File: config.mk
export PLATFORM = sky130hd
export DESIGN_NAME = pipe_stall_ctrl
export DESIGN_NICKNAME = d
export VERILOG_FILES = /design/src/rtl/pipe_stall_ctrl.sv
export SDC_FILE = /design/constraint.sdc
export NUM_CORES = 1
export LEC_CHECK = 0
export CAP_MARGIN = 20
export CORE_MARGIN = 2
export CORE_UTILIZATION = 38
export CTS_BUF_LIST = sky130_fd_sc_hd__clkbuf_4 sky130_fd_sc_hd__clkbuf_8
export DETAILED_ROUTE_END_ITERATION = 7
export PLACE_DENSITY = 0.71
export SYNTH_ARGS = -nofsm -noshare
export SYNTH_HDL_FRONTEND = slang
export SYNTH_SLANG_ARGS = --single-unit
File: constraint.sdc
create_clock -name i_clk -period 2.3 [get_ports i_clk]
set_clock_uncertainty 0.2 [all_clocks]
set_input_delay 0.575 -clock i_clk [delete_from_list [all_inputs] [get_ports i_clk]]
set_output_delay 0.575 -clock i_clk [all_outputs]
set_load 0.1 [all_outputs]
File: src/rtl/pipe_stall_ctrl.sv
// Pipeline stall/flush controller: turns hazard-unit stall requests, data-memory
// busy and EX branch-taken into pipeline-register write enables, IF/ID flush and
// ID/EX bubble, and keeps stall/flush counters plus a memory-freeze watchdog.
module pipe_stall_ctrl #(
    parameter int CNT_W          = 16,
    parameter int FREEZE_TIMEOUT = 64
) (
    input  logic             i_clk,
    input  logic             i_rst,
    input  logic             i_stall_req,
    input  logic             i_mem_busy,
    input  logic             i_branch_taken,
    output logic             o_pc_we,
    output logic             o_if_id_we,
    output logic             o_if_id_flush,
    output logic             o_id_ex_bubble,
    output logic             o_ex_mem_we,
    output logic             o_mem_wb_we,
    output logic             o_freeze_err,
    output logic [CNT_W-1:0] o_stall_cycles,
    output logic [CNT_W-1:0] o_flush_count
);

    localparam int              WD_W     = $clog2(FREEZE_TIMEOUT + 1);
    localparam logic [WD_W-1:0] WD_LIMIT = WD_W'(FREEZE_TIMEOUT);
    localparam logic [WD_W-1:0] WD_ONE   = WD_W'(1);
    localparam logic [CNT_W-1:0] CNT_MAX = {CNT_W{1'b1}};
    localparam logic [CNT_W-1:0] CNT_ONE = CNT_W'(1);

    // LU masks stall_req for one cycle after a served load-use; FREEZE marks a held pipeline.
    typedef enum logic [1:0] {
        ST_RUN    = 2'd0,
        ST_LU     = 2'd1,
        ST_FREEZE = 2'd2
    } state_t;

    state_t           r_state;
    logic [WD_W-1:0]  r_watchdog;
    logic             r_freeze_err;
    logic [CNT_W-1:0] r_stall_cycles;
    logic [CNT_W-1:0] r_flush_count;

    state_t           w_next_state;
    logic             w_pc_we;
    logic             w_if_id_we;
    logic             w_if_id_flush;
    logic             w_id_ex_bubble;
    logic             w_ex_mem_we;
    logic             w_mem_wb_we;
    logic             w_stall_inc;
    logic             w_flush_inc;
    logic [WD_W-1:0]  w_watchdog_next;

    // Priority decode: mem_busy > branch_taken > unmasked stall_req > normal flow.
    always_comb begin
        w_next_state   = ST_RUN;
        w_pc_we        = 1'b1;
        w_if_id_we     = 1'b1;
        w_if_id_flush  = 1'b0;
        w_id_ex_bubble = 1'b0;
        w_ex_mem_we    = 1'b1;
        w_mem_wb_we    = 1'b1;
        w_stall_inc    = 1'b0;
        w_flush_inc    = 1'b0;
        if (i_rst) begin
            w_pc_we     = 1'b0;
            w_if_id_we  = 1'b0;
            w_ex_mem_we = 1'b0;
            w_mem_wb_we = 1'b0;
        end else if (i_mem_busy) begin
            w_next_state = ST_FREEZE;
            w_pc_we      = 1'b0;
            w_if_id_we   = 1'b0;
            w_ex_mem_we  = 1'b0;
            w_mem_wb_we  = 1'b0;
            w_stall_inc  = 1'b1;
        end else if (i_branch_taken) begin
            w_if_id_flush  = 1'b1;
            w_id_ex_bubble = 1'b1;
            w_flush_inc    = 1'b1;
        end else if (i_stall_req && (r_state != ST_LU)) begin
            w_next_state   = ST_LU;
            w_pc_we        = 1'b0;
            w_if_id_we     = 1'b0;
            w_id_ex_bubble = 1'b1;
            w_stall_inc    = 1'b1;
        end else begin
            w_next_state = ST_RUN;
        end
    end

    // Watchdog counts consecutive busy cycles, saturating at the timeout; any idle cycle clears it.
    always_comb begin
        w_watchdog_next = '0;
        if (i_mem_busy) begin
            if (r_watchdog == WD_LIMIT) begin
                w_watchdog_next = WD_LIMIT;
            end else begin
                w_watchdog_next = r_watchdog + WD_ONE;
            end
        end else begin
            w_watchdog_next = '0;
        end
    end

    // State, watchdog, sticky freeze error and saturating performance counters.
    always_ff @(posedge i_clk or posedge i_rst) begin
        if (i_rst) begin
            r_state        <= ST_RUN;
            r_watchdog     <= '0;
            r_freeze_err   <= 1'b0;
            r_stall_cycles <= '0;
            r_flush_count  <= '0;
        end else begin
            r_state      <= w_next_state;
            r_watchdog   <= w_watchdog_next;
            r_freeze_err <= r_freeze_err | (w_watchdog_next == WD_LIMIT);
            if (w_stall_inc && (r_stall_cycles != CNT_MAX)) begin
                r_stall_cycles <= r_stall_cycles + CNT_ONE;
            end
            if (w_flush_inc && (r_flush_count != CNT_MAX)) begin
                r_flush_count <= r_flush_count + CNT_ONE;
            end
        end
    end

    assign o_pc_we        = w_pc_we;
    assign o_if_id_we     = w_if_id_we;
    assign o_if_id_flush  = w_if_id_flush;
    assign o_id_ex_bubble = w_id_ex_bubble;
    assign o_ex_mem_we    = w_ex_mem_we;
    assign o_mem_wb_we    = w_mem_wb_we;
    assign o_freeze_err   = r_freeze_err;
    assign o_stall_cycles = r_stall_cycles;
    assign o_flush_count  = r_flush_count;

endmodule

## Word level (Yosys, flattened, before mapping)

Index checks and enable logic that the tools add are counted.

- Output and inout port bits: 39
- Bits in registers: 42
- Logic and storage cells: 39
- Input bits: 5

- Multiplexer cells: 22
- Equality and inequality tests: 5
- Reduce and logical (&&, ||, !) cells: 3
- Bitwise logic cells: 1
- Add/sub/neg operators: 3

Operators with widths:

| cell | number |
|---|---|
| $add 16x1->16 const B | 2 |
| $ne 16x16->1 const B | 2 |
| $mux 1 | 18 |
| $eq 7x7->1 const B | 2 |
| $mux 7 | 2 |
| $add 7x1->7 const B | 1 |
| $mux 2 | 2 |
| $logic_and 1x1->1 | 3 |
| $ne 2x1->1 const B | 1 |
| $or 1x1->1 | 1 |

## Longest topological paths before layout

- Depth in word-level cells: 7
- Gate-level depth with buffers: 7
- Gate-level depth less buffers: 6

## Least setup slack after synthesis

Ideal clock, no wire load.

- Path kind: input -> output
- Start point: in i_rst
- End point: out o_id_ex_bubble
- Path buffers: 1
- Path slack: -2,900 ps
- Stages: 3
- Data arrival time: 4,425 ps
- Required time: 1,525 ps
- Cells stage by stage: clkbuf_1 -> nor2_1 -> a21boi_0

- Cells in the longest elaborated chain, start to end: 1

Ends and longest elaborated chain:

| what | RTL line | text |
|---|---|---|
| start, declared | 9 | `input logic i_rst,` |
| $mux 1 | 65 | `if (i_rst) begin` |
| end, declared | 16 | `output logic o_id_ex_bubble,` |

No other way between the ends.

## Worst setup path after layout

- Start point: in i_mem_busy
- End point: out o_id_ex_bubble

- Cells in the longest elaborated chain, start to end: 2

Ends and longest elaborated chain:

| what | RTL line | text |
|---|---|---|
| start, declared | 11 | `input logic i_mem_busy,` |
| $mux 1 | 70 | `end else if (i_mem_busy) begin` |
| $mux 1 | 65 |  |

No other way between the ends.

==> run metrics <==
top-area cell type share of the netlist area=roughly half; Synth area leaders=dfrtp_1 51%, xnor2_1 12%, nand3_1 4.7%, nand4_1 4.0%, xor2_1 3.4%; GP Congestion=0.779; top-count cell post-synth=dfrtp_1; Site Rows=26; Final Hold Viols=0; via count=about 1500; Routed Antenna Nets=0; IO Pins=44; post-synthesis instance area=just over 2000 um^2; peak supply drop=between 1 and 1.5 mV; number of synthesized flops with an enable pin=0; Final period util=98.3%; final number of max-transition violations=0; largest net degree at the start of global routing=43; die height=~77 um; wirelength, routed=around 4200 um; global-route wire length before repair=7420 um; Yosys cell types=39; final worst slack=approximately 0.04 ns; Core ar.=~5100 um^2; CTS tree=yes; DR WL/cell=13.5 um; dpl ws=-0.196 ns; top cell type by total area after synthesis=dfrtp_1; Die Width=77.3 um; Clock Path Buffers=2; HPWL after DPL=between 3000 and 4000 um; via/cell ratio=4.92; Synth async-reset ratio=100%; Setup Crit Path Kind=primary input to output port; Synth Flop Type=dfrtp_1; H-tree levels=2; DR iter-0 viols=between 70 and 80; Worst Tran Pin Value=~0.54 ns; syn nets=190; layout cells sized above 1=~45%; Total Power=0.00289 W; Hold WS=between 0.3 and 0.4 ns; status=complete, no violations; WP data required=between 1.5 and 2 ns; sequential share of the synthesized area=51.5%; Inserted Diodes=0; Root Buffer=clkbuf_8; setup violators final=0; Max Freq=between 400 and 500 MHz; DRC Markers=0; Port Buffers=between 40 and 50; #FFs+latches synth=between 40 and 50; Clk pin slew, worst setup/hold paths=~0.080 ns; Syn-to-layout area delta=58.9%; Overflow after GRT=0; First-pass DRT Iterations=4; synth cell count leaders=42 x dfrtp_1, 27 x xnor2_1, 19 x nand3_1, 13 x nand4_1, 11 x nor2_1; Worst Hold Class=flop to flop; Clock Latency Late Sink=just under 0.3 ns; total CTS buffers=5; final worst path period need=roughly 2.3 ns; nets@finish=approximately 250; initial antenna violation count=0; P per Cell Area=892 nW/um^2; yosys warns=0; crit-path max FO=4; Die ar.=roughly 6000 um^2; Starting Density=slightly below 40%; vias in the first global route=approximately 1500; average cell area after synthesis=11.3 um^2; # fillers=between 400 and 500; crit path launch type=primary input; Syn Inst Count=between 150 and 200; gr usage total=between 10% and 20%; RSZ-0062 raised after global routing=no; Max-slew headroom=a little under two thirds; Pleak=1.37 nW; Max Cap Viol=0; Crit. End Element=output port; setup TNS=0 ns; clock sinks=42; Critical Path AT=between 1 and 1.5 ns
## per-layer routing
layer,vias up,routed length (um),GRT usage (%)
met2,45,1890,22.7
met4,0,61,5.36
li1,756,-,-
met3,6,296,5.65
met5,-,0,0
met1,734,1970,21.6
## sequential cells by signal, indices dropped and copies added, names as in the netlist
signal	count
o_flush_count	16
o_stall_cycles	16
r_watchdog	7
r_state	2
o_freeze_err	1
## cells by family after synthesis
logic type / Yosys count / share of synthesized area, %
AOI/OAI and AO/OA: 9 / 3.55
muxes: 3 / 1.84
buffers and inverters: 12 / 3.00
and+or+nand+nor: 76 / 22.7
xor gates and xnor gates: 35 / 15.0
adders and majority gates: 4 / 2.45
DFF: 42 / 51.5
## layout make-up
class	instances	area [um^2]	area share (%)
clock inverters	1	5.00	0.154
clock buffers	7	90.1	2.78
flip-flops and latches	42	1080	33.4
well taps	70	87.6	2.70
inverters	6	26.3	0.810
multi-input cells	127	987	30.4
repair buffers	60	963	29.7
## layout by cell type, fill, tap and decap left out, drive strengths merged, types with 5 or more instances in the layout
cell type,synthesis,routed
and3,9,9
buf,4,56
xnor2,27,27
nor2,11,11
nand2,6,6
dfrtp,42,42
xor2,8,8
nand4,13,13
nand3,20,20
clkbuf,2,7
inv,6,5
## stage by stage
step / utilization (%) / instance area (um^2) / cells
3_3_place_gp: 60.9 / 3130 / 303
4_1_cts: 63.1 / 3240 / 313
5_1_grt: 63.1 / 3240 / 313
3_5_place_dp: 60.9 / 3130 / 303
2_1_floorplan: - / 2170 / 181
6_report: 63.1 / 3240 / 313
## final timing paths
check	slack [ns]	cells past startpoint	to	from
min	0.32	1	o_stall_cycles[15]	o_stall_cycles[15]
max in group asynchronous	0.85	5	o_stall_cycles[1]	i_rst
min in group asynchronous	0.66	5	r_state[1]	i_rst
max reg2reg	0.14	7	o_flush_count[8]	o_flush_count[0]
min reg2reg	0.32	1	o_stall_cycles[15]	o_stall_cycles[15]
max	0.04	5	o_id_ex_bubble	i_mem_busy
## power breakdown
group | total (W) | internal [W] | leakage (nW) | switching (W)
combinational | 0.00135 | 0.000492 | 0.783 | 0.000860
clock | 0.000501 | 0.000254 | 0.0517 | 0.000247
sequential | 0.00104 | 0.000855 | 0.531 | 0.000185
total | 0.00289 | 0.00160 | 1.37 | 0.00129
## worst max-delay path, cell delays in order
cell and delay (ns):
dlygate4sd2_1 0.24, buf_6 0.13, nor2_4 0.12, a21boi_4 0.22, buf_12 0.19
## timing repair
item / in CTS / in global routing
setup buffers: 2 / 0
hold buffers: 0 / 0
endpoints found under the setup margin: 6 / 0
resized for setup: 7 / 0
No activity file was read; power rests on OpenSTA's default activity.
